## src/rtl/indexed_rsh_pkg.sv

```systemverilog
// Shared constants, types and helpers for the 1-to-4 stream demultiplexer.
package indexed_rsh_pkg;

  localparam int N_LANES    = 4;
  localparam int LANE_DEPTH = 2;

  // Per-lane occupancy: 0, 1 or 2 entries.
  typedef logic [1:0] lane_count_t;

  localparam lane_count_t LANE_EMPTY = 2'd0;
  localparam lane_count_t LANE_FULL  = 2'd2;

  // A lane can take a new beat only when it is not holding two entries.
  function automatic logic lane_has_room(input lane_count_t count);
    return (count != LANE_FULL);
  endfunction

  // A lane presents a beat whenever it holds at least one entry.
  function automatic logic lane_has_data(input lane_count_t count);
    return (count != LANE_EMPTY);
  endfunction

endpackage

```

## src/rtl/demux_lane_fifo.sv

```systemverilog
// Two-entry FIFO used as the buffer behind one demux output lane.
// The head entry is driven out directly; dout reads as zero when empty.
module demux_lane_fifo
  import indexed_rsh_pkg::*;
#(
  parameter int DATA_W = 32
) (
  input  logic              clk,
  input  logic              rst_n,
  input  logic              push,
  input  logic              pop,
  input  logic [DATA_W-1:0] din,
  output logic [DATA_W-1:0] dout,
  output lane_count_t       count
);

  lane_count_t       r_count;
  logic              r_wr_ptr;
  logic              r_rd_ptr;
  logic [DATA_W-1:0] r_mem [LANE_DEPTH];

  logic              w_push_ok;
  logic              w_pop_ok;
  lane_count_t       w_count_nxt;

  // Qualify push/pop against occupancy and work out the next count.
  always_comb begin
    w_push_ok   = push && lane_has_room(r_count);
    w_pop_ok    = pop && lane_has_data(r_count);
    w_count_nxt = r_count;
    case ({w_push_ok, w_pop_ok})
      2'b10:   w_count_nxt = r_count + 2'd1;
      2'b01:   w_count_nxt = r_count - 2'd1;
      default: w_count_nxt = r_count;
    endcase
  end

  // Occupancy and 1-bit wrap-around pointers.
  always_ff @(posedge clk or negedge rst_n) begin
    if (!rst_n) begin
      r_count  <= LANE_EMPTY;
      r_wr_ptr <= 1'b0;
      r_rd_ptr <= 1'b0;
    end else begin
      r_count <= w_count_nxt;
      if (w_push_ok) begin
        r_wr_ptr <= ~r_wr_ptr;
      end
      if (w_pop_ok) begin
        r_rd_ptr <= ~r_rd_ptr;
      end
    end
  end

  // Storage; cleared on reset so no stale payload survives.
  always_ff @(posedge clk or negedge rst_n) begin
    if (!rst_n) begin
      r_mem[0] <= {DATA_W{1'b0}};
      r_mem[1] <= {DATA_W{1'b0}};
    end else if (w_push_ok) begin
      r_mem[r_wr_ptr] <= din;
    end
  end

  assign count = r_count;
  assign dout  = lane_has_data(r_count) ? r_mem[r_rd_ptr] : {DATA_W{1'b0}};

endmodule

```

## src/rtl/demux_1_4_stream.sv

```systemverilog
// 1-to-4 valid/ready stream demultiplexer with a 2-entry FIFO per lane.
// in_ready comes from registered lane occupancy only, never from out_ready.
module demux_1_4_stream
  import indexed_rsh_pkg::*;
#(
  parameter int data_width_param = 32,
  parameter int sel_width_param  = 2
) (
  input  logic                        clk,
  input  logic                        rst_n,
  input  logic                        in_valid,
  output logic                        in_ready,
  input  logic [data_width_param-1:0] in_data,
  input  logic [sel_width_param-1:0]  in_sel,
  output logic [N_LANES-1:0]          out_valid,
  input  logic [N_LANES-1:0]          out_ready,
  output logic [data_width_param-1:0] out_data0,
  output logic [data_width_param-1:0] out_data1,
  output logic [data_width_param-1:0] out_data2,
  output logic [data_width_param-1:0] out_data3
);

  lane_count_t                 w_count [N_LANES];
  logic [data_width_param-1:0] w_dout  [N_LANES];
  logic [N_LANES-1:0]          w_push_oh;
  logic [N_LANES-1:0]          w_pop;

  // Readiness of the addressed lane, from its registered occupancy.
  always_comb begin
    in_ready = lane_has_room(w_count[in_sel]);
  end

  // One-hot push toward the addressed lane on an accepted beat.
  always_comb begin
    w_push_oh = 4'b0000;
    if (in_valid && in_ready) begin
      w_push_oh = 4'b0001 << in_sel;
    end else begin
      w_push_oh = 4'b0000;
    end
  end

  for (genvar g = 0; g < N_LANES; g++) begin : g_lane
    assign out_valid[g] = lane_has_data(w_count[g]);
    assign w_pop[g]     = out_valid[g] && out_ready[g];

    demux_lane_fifo #(
      .DATA_W (data_width_param)
    ) u_fifo (
      .clk   (clk),
      .rst_n (rst_n),
      .push  (w_push_oh[g]),
      .pop   (w_pop[g]),
      .din   (in_data),
      .dout  (w_dout[g]),
      .count (w_count[g])
    );
  end

  assign out_data0 = w_dout[0];
  assign out_data1 = w_dout[1];
  assign out_data2 = w_dout[2];
  assign out_data3 = w_dout[3];

endmodule

```

## config.mk

```make
export PLATFORM = sky130hd
export DESIGN_NAME = demux_1_4_stream
export DESIGN_NICKNAME = d
export VERILOG_FILES = /design/src/rtl/indexed_rsh_pkg.sv /design/src/rtl/demux_lane_fifo.sv /design/src/rtl/demux_1_4_stream.sv
export SDC_FILE = /design/constraint.sdc
export NUM_CORES = 1
export LEC_CHECK = 0
export CAP_MARGIN = 20
export CORE_MARGIN = 2
export CORE_UTILIZATION = 40
export CTS_CLUSTER_SIZE = 30
export DETAILED_ROUTE_END_ITERATION = 16
export HOLD_SLACK_MARGIN = 0.06
export PLACE_DENSITY_LB_ADDON = 0.15
export SYNTH_ARGS = -nofsm -noshare
export SYNTH_HDL_FRONTEND = slang
export SYNTH_SLANG_ARGS = --single-unit
```

## constraint.sdc

```tcl
create_clock -name clk -period 4.15 [get_ports clk]
set_input_delay 1.0375 -clock clk [delete_from_list [all_inputs] [get_ports clk]]
set_output_delay 1.0375 -clock clk [all_outputs]
set_load 0.05 [all_outputs]
```

==> results.toml <==
[place]
hpwl_mm = 19.81
place_congestion = 0.7315
place_ws_ps = 641.6
port_buffers = 173

[run]
drv_cap = 0

[detailed_routing]
wl_met3_mm = 1.198
drtIter0Drc = 375
drtAntennaViolNets = 0
num_vias = 7562
drt-total-wl_mm = 29.63
drt_first_pass_iters = 4
viasPerCell = 5.058
drcViolationCount = 0
highest_layer = "met4"
wl_met1_mm = 13.94
wl_met2_mm = 13.97
routedWlPerCell_um = 19.82

[synthesis]
syn_inst = 903
synth_seq_area_share_pct = 54.97
synth_cell_types = 29
syn_avg_cell_area_um2 = 13.71
synth-main-ff-cell = "dfrtp_1"
synthesis.area_mm2 = 0.01238
synth_top_area_cell = "dfrtp_1"
ys_top_cells_by_area = "dfrtp_1 (55%), mux2_2 (20%), mux2i_1 (10%), nor2_1 (4.2%), mux2_4 (3.6%)"
yosysTopAreaCellShare_pct = 54.97
synth.net_count = 948
ys_seq_elements = 272
yosys_warnings = 0
synth_enable_flop_cells = 0
asyncSetResetFlopFracSynth_pct = 100.0

[setup_path]
critPathLaunchType = "flop"
worstPathRequired_ps = 3110
path_max_fanout = 16
worstPathArrival_ps = 2800
critPathKind = "reg2out"
timing.critical_path.to_type = "output port"

[layout]
antennaDiodeCount = 0
final_cell_mix = "dfrtp_1 (268), mux2_2 (222), clkdlybuf4s50_1 (171), nor2_1 (133), mux2i_1 (128)"
syn2layout_area_growth_pct = 25.35
fin_nets = 1124
nFillCells = 2702
drive_gt1_share_pct = 30.76
final_common_cell = "dfrtp_1"

[sta]
slew_headroom_pct = 47.32
max_freq_ghz = 0.2603
final.setup.tns_ps = 0
fin_crit_sh_pct = 92.59
rsz0062_at_grt = "false"
hold_violations = 0
slew_violations = 0
finalSetupViolCount = 0
period_needed_ps = 3842
worst_pin_slew_ps = 788.4
fin_worst_skew_ps = 14.56
worst_slack_ps = 307.6

[die]
floorplan.rows = 64
start_util_pct = 40.58
die_h_um = 179.9
die_w_um = 179.9
pin_count = 174
core_area_mm2 = 0.03051
die_area_mm2 = 0.03238

[outcome]
status = "complete, no violations"

[global_route]
grt_start_max_net_pins = 75
gr-total-overflow = 0
track_usage_pct = 18.58
grt_pass1_wl_mm = 47.57
grt_pass1_vias = 7984
antenna_found_initial = 0

[clock_network]
cts-root-buf = "clkbuf_16"
cts_tree = "built"
htree_levels = 1
cts_setup_buffers = 0
cts_sinks = 272
clkTransAtPathRegs_ps = 60
cts-resized-gates = 0
clk_latency_ps = 540
cts_hold_buf = 0
cts_buffer_depth = 3
cts_made_buffers = 29

[hold_path]
min_path_type = "in2async"
[state kept, by name (all words and copies together) (netlist names)]
| signal | count |
|---|---|
| g_lane.u_fifo.count | 8 |
| g_lane.u_fifo.r_mem | 256 |
| g_lane.u_fifo.r_rd_ptr | 4 |
| g_lane.u_fifo.r_wr_ptr | 4 |
[layer usage]
metal	vias to the layer above	global-route usage [%]
met5	-	0
met4	0	3.545
met3	40	2.978
met2	149	30.42
met1	3891	26.30
li1	3482	-
[layout make-up]
class	instances	area (um^2)	share of cell area (%)
clock buffer	46	859.6	5.538
clock inverter	5	75.07	0.4837
inverter	4	15.01	0.09674
multi-input combinational	571	5283	34.03
sequential	272	6812	43.89
tap	396	495.5	3.192
timing repair buffer	201	1982	12.77
[worst max-delay path, stage by stage (launching register included)]
cell	delay, ps
dfrtp_2	720
buf_4	340
mux2i_1	110
nor2_1	230
clkdlybuf4s50_1	860
[cells in the mapped netlist (2+ instances only)]
| cell type | count |
|---|---|
| mux2_1 | 4 |
| mux2i_1 | 128 |
| mux2_4 | 30 |
| ha_1 | 4 |
| nand4b_1 | 2 |
| buf_4 | 6 |
| nor2_1 | 138 |
| xor2_1 | 8 |
| nand2b_1 | 4 |
| and2_1 | 4 |
| nand4_1 | 3 |
| mux2_2 | 222 |
| clkbuf_1 | 17 |
| xnor2_1 | 12 |
| inv_1 | 4 |
| buf_12 | 3 |
| buf_2 | 29 |
| nor2b_1 | 2 |
| dfrtp_1 | 272 |
| nand3_1 | 2 |
[through the flow]
| step | util, % | area [um^2] | instances | hold WS, ps |
|---|---|---|---|---|
| final | 50.87 | 15520 | 1495 | 455.3 |
| after detailed placement | 47.81 | 14590 | 1444 | 473.4 |
| after global routing | 50.87 | 15520 | 1495 | 485.1 |
| after floorplan | - | 12380 | 903 | 451.9 |
| after global placement | 47.81 | 14590 | 1444 | 467.1 |
| after CTS | 50.87 | 15520 | 1495 | 473.3 |
[kinds of logic after synthesis]
group,Yosys count,synth area share (%)
flops,272,54.97
xor+xnor,20,1.415
mux,385,34.75
fa+ha+maj,4,0.4042
buf+inv,60,2.749
simple gates,162,5.709
[worst paths after layout]
path | slack [ps] | end | cells after the start | start
max | 310 | out_data1[28] | 4 | g_lane[1].u_fifo.r_rd_ptr$_DFFE_PN0P_
max in group asynchronous | 2760 | g_lane[2].u_fifo.r_mem[16]$_DFFE_PN0P_ | 2 | rst_n
max reg2reg | 1940 | g_lane[1].u_fifo.count[1]$_DFFE_PN0P_ | 6 | g_lane[1].u_fifo.count[0]$_DFFE_PN0P_
min reg2reg | 480 | g_lane[1].u_fifo.r_wr_ptr$_DFFE_PN0P_ | 1 | g_lane[1].u_fifo.r_wr_ptr$_DFFE_PN0P_
min in group clk | 480 | g_lane[1].u_fifo.r_wr_ptr$_DFFE_PN0P_ | 1 | g_lane[1].u_fifo.r_wr_ptr$_DFFE_PN0P_
min | 460 | g_lane[2].u_fifo.r_mem[7]$_DFFE_PN0P_ | 1 | rst_n
Power is not shown: default switching activity piles up to over one toggle a cycle in this logic, so the estimate is an artifact.
